### config.mk
export PLATFORM = sky130hd
export DESIGN_NAME = quadratic_seq
export DESIGN_NICKNAME = d
export VERILOG_FILES = /design/src/rtl/quadratic_seq.sv
export SDC_FILE = /design/constraint.sdc
export NUM_CORES = 1
export LEC_CHECK = 0
export CAP_MARGIN = 20
export CORE_ASPECT_RATIO = 1.75
export CORE_MARGIN = 4
export CORE_UTILIZATION = 25
export CTS_CLUSTER_DIAMETER = 80
export DETAILED_ROUTE_END_ITERATION = 10
export GPL_ROUTABILITY_DRIVEN = 1
export PLACE_DENSITY = 0.38
export SLEW_MARGIN = 10
export SYNTH_ARGS = -nofsm -noshare
export SYNTH_HDL_FRONTEND = slang
export SYNTH_SLANG_ARGS = --single-unit
### constraint.sdc
create_clock -name clk -period 26.5 [get_ports clk]
set_clock_uncertainty 0.2 [all_clocks]
set_input_delay 2.65 -clock clk [delete_from_list [all_inputs] [get_ports clk]]
set_output_delay 2.65 -clock clk [all_outputs]
set_load 0.03 [all_outputs]
### src/rtl/quadratic_seq.sv
// rtl/quadratic_seq.sv - multicycle Horner-rule quadratic evaluator y = a*x^2 + b*x + c
// One shared signed multiplier; the FSM sequences t = a*x>>>F + b, then r = t*x>>>F + c with saturation.
module quadratic_seq #(
    parameter int WIDTH = 10,
    parameter int FRAC  = 5
) (
    input  logic                    clk,
    input  logic                    reset,
    input  logic                    start,
    input  logic signed [WIDTH-1:0] x,
    input  logic signed [WIDTH-1:0] a,
    input  logic signed [WIDTH-1:0] b,
    input  logic signed [WIDTH-1:0] c,
    output logic                    busy,
    output logic                    done,
    output logic signed [WIDTH-1:0] y,
    output logic                    ovf
);

    localparam int TW = 2 * WIDTH + 1;
    localparam int PW = 3 * WIDTH + 1;
    localparam int RW = 3 * WIDTH + 2;

    localparam logic signed [RW-1:0] R_MAX = {{(RW - WIDTH + 1){1'b0}}, {(WIDTH - 1){1'b1}}};
    localparam logic signed [RW-1:0] R_MIN = {{(RW - WIDTH + 1){1'b1}}, {(WIDTH - 1){1'b0}}};

    typedef enum logic [1:0] {
        IDLE  = 2'd0,
        STEP1 = 2'd1,
        STEP2 = 2'd2,
        DONE  = 2'd3
    } state_t;

    state_t                  state_q;
    logic signed [WIDTH-1:0] x_q, a_q, b_q, c_q, y_q;
    logic signed [TW-1:0]    t_q, t_d;
    logic                    busy_q, done_q, ovf_q;

    logic signed [PW-1:0]    mul_op, mul_x, prod, prod_sh;
    logic signed [RW-1:0]    r_d;
    logic signed [WIDTH-1:0] y_d;
    logic                    ovf_d;

    // The multiplier's first operand is a in STEP1 and the intermediate t in STEP2.
    always_comb begin
        mul_op = {{(PW - WIDTH){a_q[WIDTH-1]}}, a_q};
        if (state_q == STEP2) begin
            mul_op = {{(PW - TW){t_q[TW-1]}}, t_q};
        end
        mul_x   = {{(PW - WIDTH){x_q[WIDTH-1]}}, x_q};
        prod    = mul_op * mul_x;
        prod_sh = prod >>> FRAC;

        t_d = prod_sh[TW-1:0] + {{(TW - WIDTH){b_q[WIDTH-1]}}, b_q};
        r_d = {prod_sh[PW-1], prod_sh} + {{(RW - WIDTH){c_q[WIDTH-1]}}, c_q};

        y_d   = r_d[WIDTH-1:0];
        ovf_d = 1'b0;
        if (r_d > R_MAX) begin
            y_d   = {1'b0, {(WIDTH - 1){1'b1}}};
            ovf_d = 1'b1;
        end else if (r_d < R_MIN) begin
            y_d   = {1'b1, {(WIDTH - 1){1'b0}}};
            ovf_d = 1'b1;
        end
    end

    always_ff @(posedge clk) begin
        if (reset) begin
            state_q <= IDLE;
            x_q     <= '0;
            a_q     <= '0;
            b_q     <= '0;
            c_q     <= '0;
            t_q     <= '0;
            y_q     <= '0;
            ovf_q   <= 1'b0;
            busy_q  <= 1'b0;
            done_q  <= 1'b0;
        end else begin
            case (state_q)
                IDLE, DONE: begin
                    done_q <= 1'b0;
                    if (start) begin
                        x_q     <= x;
                        a_q     <= a;
                        b_q     <= b;
                        c_q     <= c;
                        busy_q  <= 1'b1;
                        state_q <= STEP1;
                    end else begin
                        busy_q  <= 1'b0;
                        state_q <= IDLE;
                    end
                end
                STEP1: begin
                    t_q     <= t_d;
                    state_q <= STEP2;
                end
                STEP2: begin
                    y_q     <= y_d;
                    ovf_q   <= ovf_d;
                    busy_q  <= 1'b0;
                    done_q  <= 1'b1;
                    state_q <= DONE;
                end
                default: begin
                    busy_q  <= 1'b0;
                    done_q  <= 1'b0;
                    state_q <= IDLE;
                end
            endcase
        end
    end

    assign busy = busy_q;
    assign done = done_q;
    assign y    = y_q;
    assign ovf  = ovf_q;

endmodule

==> results of run 1 <==
==> placed cells by master, fill, tap and decap left out, types with 18 or more instances in the layout <==
cell,Yosys,layout
a21o_1,21,21
and2_1,79,79
nor2_1,80,80
fa_1,180,180
dfxtp_1,76,76
a21oi_1,92,92
nand3_1,18,18
inv_1,233,233
clkdlybuf4s50_1,0,54
nand2_1,244,244
ha_1,119,118
xor2_1,22,22
xnor2_1,45,45
==> cells by family (layout without fill, tap and decap cells) <==
kind of cell / Yosys count / after routing / synth area share
buffers and inverters: 282 / 318 / 0.0861
XOR/XNOR: 67 / 67 / 0.0474
multiplexers: 23 / 23 / 0.0197
flip-flops: 76 / 76 / 0.123
AND/OR/NAND/NOR: 500 / 500 / 0.187
AO/OA/AOI/OAI: 230 / 230 / 0.126
adder cells (fa/ha/maj): 299 / 299 / 0.411
==> sequential cells by signal, indices dropped and copies added (netlist names) <==
signal / flops
a_q: 10
b_q: 10
busy: 1
c_q: 10
done: 1
ovf: 1
state_q: 2
t_q: 21
x_q: 10
y: 10
==> worst min-delay path by stage <==
stage | startpoint | endpoint | slack (ns) | cells past startpoint
floorplan | a_q[2] | a_q[2] | 0.23 | 2
global placement | a_q[4] | a_q[4] | 0.25 | 2
detailed placement | a_q[4] | a_q[4] | 0.25 | 2
CTS | a_q[4] | a_q[4] | 0.26 | 2
global route | a_q[1] | a_q[1] | 0.29 | 2
finish | a_q[4] | a_q[4] | 0.25 | 2
==> area by class of cell <==
| cell class | instances | area (um^2) | area share |
|---|---|---|---|
| sequential | 76 | 1520 | 0.109 |
| clock buffer | 11 | 243 | 0.0174 |
| tap | 654 | 818 | 0.0586 |
| timing repair buffer | 69 | 651 | 0.0466 |
| multi-input combinational | 1119 | 9790 | 0.701 |
| inverter | 233 | 875 | 0.0626 |
| clock inverter | 5 | 60.1 | 0.00430 |
==> synth_stat cells (9+ instances only) <==
library cell / count / area (um^2)
or3_1: 11 / 68.8
clkbuf_1: 42 / 158
xor2_1: 22 / 193
nor2b_1: 16 / 100
nand2_1: 244 / 916
xnor2_1: 45 / 394
dfxtp_1: 76 / 1520
and2_1: 79 / 494
nor3_1: 14 / 70.1
inv_1: 233 / 875
fa_1: 180 / 3600
nand2b_1: 14 / 87.6
nor2_1: 80 / 300
ha_1: 119 / 1490
a31oi_1: 9 / 56.3
mux2i_1: 15 / 150
a21o_1: 21 / 158
o21ai_0: 17 / 85.1
a21oi_1: 92 / 460
nand3_1: 18 / 90.1
==> worst reg2reg max path, delay by kind of cell (launching register included) <==
| family | cells | cell delay, ns |
|---|---|---|
| and+or+nand+nor | 6 | 0.95 |
| xor gates and xnor gates | 1 | 0.17 |
| adders and majority gates | 8 | 3.76 |
| AOI/OAI and AO/OA | 13 | 3.24 |
| muxes | 1 | 0.68 |
| buffers and inverters | 5 | 0.61 |
| DFF | 1 | 0.31 |
==> power groups by stage <==
stage / logic [uW] / clock network, uW / registers (uW)
3_5_place_dp: 433 / 0 / 145
3_3_place_gp: 434 / 0 / 145
5_1_grt: 482 / 138 / 144
6_report: 425 / 129 / 142
2_1_floorplan: 298 / 0 / 149
4_1_cts: 437 / 133 / 142
==> layer usage <==
metal,up-vias,GRT usage
met2,93,0.286
li1,4818,-
met3,31,0.0111
met1,4944,0.164
met5,-,0
met4,0,0.0303
==> through the flow <==
stage	hold WS, ns	util
after global placement	0.250	0.280
final	0.255	0.286
after global routing	0.288	0.286
after floorplan	0.234	-
after CTS	0.256	0.286
after detailed placement	0.247	0.280
==> flow_summary.ini, run 1 <==
[place]
dp.cells = 2151
numPortBuffers = 55
hpwl_um = 30300
pre_cts_slack_ns = 16.33
gp_congestion = 0.851
placedInstanceArea_mm2 = 0.0137

[floorplan]
rows = 107
die_w_um = 176
die_area_mm2 = 0.0533
coreArea_mm2 = 0.0489
io_pins = 56
die_h_um = 302
initial_core_util = 0.253

[timing]
slew_viol_final = 0
rsz0062_at_grt = false
setup_ws_ns = 16.42
max_slew_margin = 0.354
worst_pin_slew_ns = 0.969
hold_viol_final = 0
min_period_ns = 10.08
timing.fmax_mhz = 99.2
fin_crit_sh = 0.381
setup_viol = 0
fin_tns_setup_ns = 0

[synth]
synth_cell_type_count = 75
synth_edf_count = 0
async_flop_share = 0
syn_area_mm2 = 0.0124
yosysWarningCount = 0
ys_seq_area_frac = 0.123
synth.net_count = 1819
ys.flop_type = dfxtp_1
syn_inst = 1477
syn_avg_cell_area_um2 = 8.38
synth_seq_cells = 76

[outcome]
status = finished, final reports clean

[clock_network]
hold_buffers = 0
htreeDepth = 3
cts_buffer_depth = 2
cts-resized-gates = 0
root_buffer = clkbuf_16
clk_pin_slew_ns = 0.06
cts_tree = done
post_cts_buffers = 0
cts_buffers = 9
clock-sinks = 76
clock_latency_ns = 0.35

[grt]
grt_pass1_wl_um = 60400
grt_max_degree = 89
grt_antenna_before_repair = 0
grt_overflow_total = 0
gr-usage-all-layers = 0.143
grt_pass1_vias = 10981

[worst_setup_path]
criticalPathCategory = reg -> reg
crit_family = adder cells
critical_path_buf_inv_count = 5
r2r-start = state_q[0]
worstRegToRegCells = 34
reg2reg_to = y[6]
critPathSlowestCell = mux2i_1
cpPeakStageDelay_ns = 0.67
cp-start-kind = flip-flop
crit_fanout = 22
required_ns = 26.49
path_depth = 34
r2r_setup_slack_ns = 16.42
cp_data_arrival_time_ns = 10.07
endpoint = y[6]
crit_top_cell = fa_1
critPathLaunch = state_q[0]
end_kind = flip-flop

[power_and_ir_drop]
p_total_uw = 696
p_comb_frac = 0.611
p_clk_frac = 0.185
switching_power_uw = 328
ir_drop_mv = 0.0414
power.share.switching = 0.472
p_per_area_mw_per_mm2 = 49.8
seqPwrFrac = 0.204
internal-power_uw = 367
total_leakage_power_uw = 0.00663

[hold_path]
hold_path.class = reg -> reg

[detailed_routing]
drt_iter0_markers = 239
wl_met3_um = 486
firstDrtPassIters = 4
antenna_left = 0
top_layer = met4
wl_met2_um = 20700
wl_um = 36300
drc = 0
avgViaCountPerCell = 4.56
via_count = 9886
met1_length_um = 14600
wl_per_cell_um = 16.8

[layout]
antennaDiodeCount = 0
fill_cells = 5309
nets = 1850
finalInstanceArea_mm2 = 0.0140
fin_cells = 2167
drive_above_1_share = 0.0344
area_delta_synth_final_pct = 12.8

[run]
maxCapViolCount = 0
Power figures use the tool's default switching activity.
==> run 2: changes to the inputs <==
--- a/config.mk
+++ b/config.mk
@@ -12,7 +12,7 @@
 export CTS_CLUSTER_DIAMETER = 80
 export DETAILED_ROUTE_END_ITERATION = 10
 export GPL_ROUTABILITY_DRIVEN = 1
-export PLACE_DENSITY = 0.38
+export PLACE_DENSITY = 0.39
 export SLEW_MARGIN = 10
 export SYNTH_ARGS = -nofsm -noshare
 export SYNTH_HDL_FRONTEND = slang
==> constraint.sdc (replaced) <==
create_clock -name clk -period 8.6 [get_ports clk]
set_clock_uncertainty 0.2 [all_clocks]
set_input_delay 0.86 -clock clk [delete_from_list [all_inputs] [get_ports clk]]
set_output_delay 0.86 -clock clk [all_outputs]
set_load 0.03 [all_outputs]
==> run 2 against run 1 <==
First-iteration DRC count increased by 32%. Final cell count grew 11%. Non-clock buffer count rose by 229. Utilization up 4.9 points. Setup slack got worse by 16 ns. Sequential power rose to 3.1 times the previous value. Routed wire length is 6.4% higher. Critical endpoint is now y[4].
==> flow_summary.ini, run 2 (synthesized netlist as in run 1, its figures left out) <==
[timing]
fin_crit_sh = 0.990
fin_tns_setup_ns = 0
max_slew_margin = 0.279
rsz0062_at_grt = true
setup_ws_ns = 0.0853
min_period_ns = 8.51
setup_viol = 0
hold_viol_final = 0
holdWs_ns = 0.263
slew_viol_final = 0
timing.fmax_mhz = 117
worst_pin_slew_ns = 1.08

[power_and_ir_drop]
ir_drop_mv = 0.112
p_per_area_mw_per_mm2 = 158
total_leakage_power_uw = 0.00791

[floorplan]
die_w_um = 176
die_area_mm2 = 0.0533
rows = 107
initial_core_util = 0.253
coreArea_mm2 = 0.0489
die_h_um = 302
io_pins = 56

[worst_setup_path]
cp_data_arrival_time_ns = 8.51
criticalPathCategory = reg -> reg
crit_fanout = 7
cpPeakStageDelay_ns = 0.55
critPathSlowestCell = fa_1
r2r_setup_slack_ns = 0.09
required_ns = 8.59
cp-start-kind = flip-flop
end_kind = flip-flop
crit_top_cell = fa_1

[detailed_routing]
wl_um = 38600
drt_iter0_markers = 316
via_count = 10667
antenna_left = 0
wl_per_cell_um = 16.1
drc = 0
firstDrtPassIters = 4
avgViaCountPerCell = 4.45

[clock_network]
htreeDepth = 3
clock-sinks = 76
cts_buffers = 9
cts_tree = done
cts_buffer_depth = 2
root_buffer = clkbuf_16
clk_pin_slew_ns = 0.07
clock_latency_ns = 0.36

[layout]
top_register = t_q
area_delta_synth_final_pct = 32.2
drive_above_1_share = 0.220
mostFrequentLayoutCells = nand2_1, buf_4, inv_1, fa_1, ha_1
nets = 2079
largest_reg_flops = 21
seqCellArea_mm2 = 0.00152
fill_cells = 5206
multi_input_area_mm2 = 0.0103
antennaDiodeCount = 0
finalInstanceArea_mm2 = 0.0164

[hold_path]
hold_path.class = reg -> reg

[grt]
grt_antenna_before_repair = 0
grt_overflow_total = 0
met3_usage = 0.0116
met2_usage = 0.303
grt_pass1_vias = 11734
gr-usage-all-layers = 0.150
grt_max_degree = 84
use_met1 = 0.165
grt_pass1_wl_um = 62900
grt.busiest_layer = met2

[place]
pre_cts_slack_ns = -0.545
hpwl_um = 32400
placedInstanceArea_mm2 = 0.0152
numPortBuffers = 55
gp_congestion = 0.835

[outcome]
status = finished, final reports clean

[run]
maxCapViolCount = 0
==> run 2: changes by cell type in the layout (fill, tap and decap cells not counted), moves of 8 or more <==
cell,before,now
inv_1,233,224
a21oi_1,92,80
fa_1,180,172
nand2_2,1,18
inv_2,0,9
ha_1,118,104
ha_4,0,11
buf_4,14,227
fa_2,0,8
nand2_1,244,227
a21oi_2,1,13
==> run 2: timing repair <==
item                                   in CTS  in global routing
pin swaps                                  72                 46
setup buffers                              17                 12
endpoints found under the hold margin       0                  0
setup endpoints to repair                  11                 10
resized for setup                          81                 53
hold buffers                                0                  0
cloned                                      1                  0
==> run 2: final cells by class <==
| class | count | share of cell area |
|---|---|---|
| Multi-Input combinational cell | 1119 | 0.631 |
| Timing Repair Buffer | 298 | 0.153 |
| Sequential cell | 76 | 0.0931 |
| Inverter | 233 | 0.0535 |
| Tap cell | 654 | 0.0500 |
| Clock buffer | 10 | 0.0146 |
| Clock inverter | 6 | 0.00444 |
==> run 2: final timing paths <==
check                                 from  endpoint  cells past startpoint
worst min-delay path                c_q[5]    c_q[5]                      2
worst max register to register  state_q[0]      y[4]                     39
worst max-delay path            state_q[0]      y[4]                     39
worst min register to register      c_q[5]    c_q[5]                      2
==> run 2: power breakdown <==
part	switching, uW	internal (uW)	leakage, uW
clock network	176	236	0.000155
registers	45.8	400	0.000623
logic	907	823	0.00713
==> run 2: critical path: cells and delay by family, from the launching register on <==
kind / cells / cell delay [ns]
AO/OA/AOI/OAI: 10 / 1.92
AND/OR/NAND/NOR: 7 / 1.17
adder cells (fa/ha/maj): 8 / 3.12
XOR/XNOR: 2 / 0.35
buffers and inverters: 11 / 0.98
flip-flops: 1 / 0.33
multiplexers: 1 / 0.26
==> run 2: routing by layer <==
| layer | share of wire | wire, um |
|---|---|---|
| met1 | 0.39 | 15100 |
| met2 | 0.58 | 22300 |
| met3 | 0.011 | 435 |
| met4 | 0.021 | 826 |
| met5 | 0 | 0 |
==> run 2: through the flow <==
stage | std cells | total power, uW | utilization
after floorplan | 1477 | 1380 | -
after global placement | 2350 | 2060 | 0.311
after detailed placement | 2350 | 2060 | 0.311
after CTS | 2384 | 2580 | 0.328
after global routing | 2396 | 2820 | 0.335
final | 2396 | 2590 | 0.335
==> run 3: changes to the inputs <==
--- a/config.mk
+++ b/config.mk
@@ -6,13 +6,14 @@
 export NUM_CORES = 1
 export LEC_CHECK = 0
 export CAP_MARGIN = 20
+export CELL_PAD_IN_SITES_DETAIL_PLACEMENT = 0
+export CELL_PAD_IN_SITES_GLOBAL_PLACEMENT = 1
 export CORE_ASPECT_RATIO = 1.75
 export CORE_MARGIN = 4
 export CORE_UTILIZATION = 25
-export CTS_CLUSTER_DIAMETER = 80
 export DETAILED_ROUTE_END_ITERATION = 10
 export GPL_ROUTABILITY_DRIVEN = 1
-export PLACE_DENSITY = 0.39
+export PLACE_DENSITY = 0.48
 export SLEW_MARGIN = 10
 export SYNTH_ARGS = -nofsm -noshare
 export SYNTH_HDL_FRONTEND = slang
==> run 3 against run 2 <==
The flow now finishes with violations (negative setup slack). Die area is the same. Final cell count decreased by 0.71%. Critical path depth down 3. Count of clock-buffer cells in the layout decreased by 1. First-iteration DRC count is 21% lower. Clock power is 4.9% higher. Utilization is essentially flat. Setup slack got worse by 0.086 ns. Total power grew 1.9%. Sequential share of layout area hardly changed. Critical path type unchanged.
==> flow_summary.ini, run 3 (synthesized netlist as in run 1, its figures left out) <==
[worst_setup_path]
critPathSlowestCell = fa_1
cp_data_arrival_time_ns = 8.68
cp-start-kind = flip-flop
critPathLaunch = state_q[0]
crit_top_cell = fa_1
worstRegToRegCells = 36
end_kind = flip-flop
cpPeakStageDelay_ns = 0.53
crit_fanout = 8
r2r-start = state_q[0]
required_ns = 8.68
criticalPathCategory = reg -> reg

[layout]
top_register = t_q
drive_above_1_share = 0.214
antennaDiodeCount = 0
largest_reg_flops = 21
layout_commonest_cell = nand2_1
mostFrequentLayoutCells = nand2_1, inv_1, buf_4, fa_1, ha_1
nets = 2062
area_delta_synth_final_pct = 32.3

[grt]
gr-usage-all-layers = 0.152
grt_antenna_before_repair = 0
grt_overflow_total = 0
grt_pass1_wl_um = 63700
grt_pass1_vias = 11624
grt_max_degree = 89

[place]
gp_congestion = 0.844
numPortBuffers = 55
hpwl_um = 32300
pre_cts_slack_ns = -0.394

[outcome]
failed_checks = negative setup slack
status = finished with violations

[timing]
min_period_ns = 8.60
fin_crit_sh = 1.00
slew_viol_final = 0
setup_viol = 1
hold_viol_final = 0
rsz0062_at_grt = true
timing.fmax_mhz = 116
setup_ws_ns = -0.000484
max_slew_margin = 0.284
worst_pin_slew_ns = 1.07
holdWs_ns = 0.260

[floorplan]
die_w_um = 176
initial_core_util = 0.253
die_area_mm2 = 0.0533
rows = 107
coreArea_mm2 = 0.0489
die_h_um = 302
io_pins = 56

[clock_network]
cts_buffers = 9
root_buffer = clkbuf_16
clk_pin_slew_ns = 0.07
clock-sinks = 76
cts_buffer_depth = 2
clock_latency_ns = 0.37
htreeDepth = 3
cts_tree = done
hold_buffers = 0

[power_and_ir_drop]
p_per_area_mw_per_mm2 = 161
total_leakage_power_uw = 0.00788
seqPwrFrac = 0.168
power.share.switching = 0.445
internal-power_uw = 1460
ir_drop_mv = 0.133
p_comb_frac = 0.668
p_clk_frac = 0.164
switching_power_uw = 1170

[hold_path]
hold_path.class = reg -> reg
min-delay-start = a_q[6]
hold_depth = 2

[detailed_routing]
drt_iter0_markers = 249
via_count = 10622
wl_per_cell_um = 16.2
avgViaCountPerCell = 4.46
antenna_left = 0
firstDrtPassIters = 4
drc = 0
wl_um = 38600

[run]
maxCapViolCount = 0
[run 3: cell count changes in the layout (fill, tap and decap cells not counted), moves of 4 or more]
cell / change
buf_4: -22
buf_6: +5
inv_6: +4
nand2_2: -4
nand2_4: +4
xnor2_1: -4
xor2_1: -4
xor2_2: +4
[run 3: power by group through the flow]
stage	clock network (uW)	logic, uW	registers [uW]
floorplan	0	922	459
global placement	0	1600	453
detailed placement	0	1600	452
CTS	454	1710	446
global route	462	1960	451
finish	432	1760	444
[run 3: routing by layer]
| layer | track usage | wire length [um] | up-vias |
|---|---|---|---|
| met5 | 0 | 0 | - |
| met2 | 0.295 | 21800 | 79 |
| met1 | 0.177 | 15500 | 5264 |
| li1 | - | - | 5240 |
| met3 | 0.0145 | 486 | 39 |
| met4 | 0.0379 | 778 | 0 |
[run 3: final timing paths]
kind	endpoint	slack, ns
setup / recovery	y[2]	-0.0005
hold / removal	a_q[6]	0.26
setup reg to reg	y[2]	-0.0005
hold reg to reg	a_q[6]	0.26
[run 3: critical path: cells and delay by family (launching register included)]
kind	cells	cell delay (ns)
adder cells (fa/ha/maj)	8	3.20
multiplexers	1	0.31
AO/OA/AOI/OAI	7	1.43
XOR/XNOR	2	0.33
buffers and inverters	11	1.17
AND/OR/NAND/NOR	7	1.55
flip-flops	1	0.33
[run 3: final cells by class]
cell class	instances	area (um^2)
flip-flops and latches	76	1520
well taps	654	818
fillers	5209	32500
clock buffers	9	225
inverters	233	875
repair buffers	281	2400
multi-input cells	1119	10400
clock inverters	7	90.1
[run 3: what timing repair did]
| item | in CTS | in global routing |
|---|---|---|
| resized for setup | 85 | 65 |
| pin swaps | 78 | 69 |
| endpoints found under the setup margin | 10 | 11 |
| cloned | 2 | 0 |
| setup buffers | 18 | 11 |
[run 3: stage by stage]
step,setup TNS (ns),instances,cell area [um^2],total power [uW],util
final,-0.000484,2379,16400,2640,0.335
after global routing,-3.15,2379,16400,2880,0.335
after CTS,-0.653,2368,16000,2610,0.327
after detailed placement,-3.66,2332,15100,2050,0.309
after global placement,-2.95,2332,15100,2050,0.309
after floorplan,0,1477,12400,1380,-
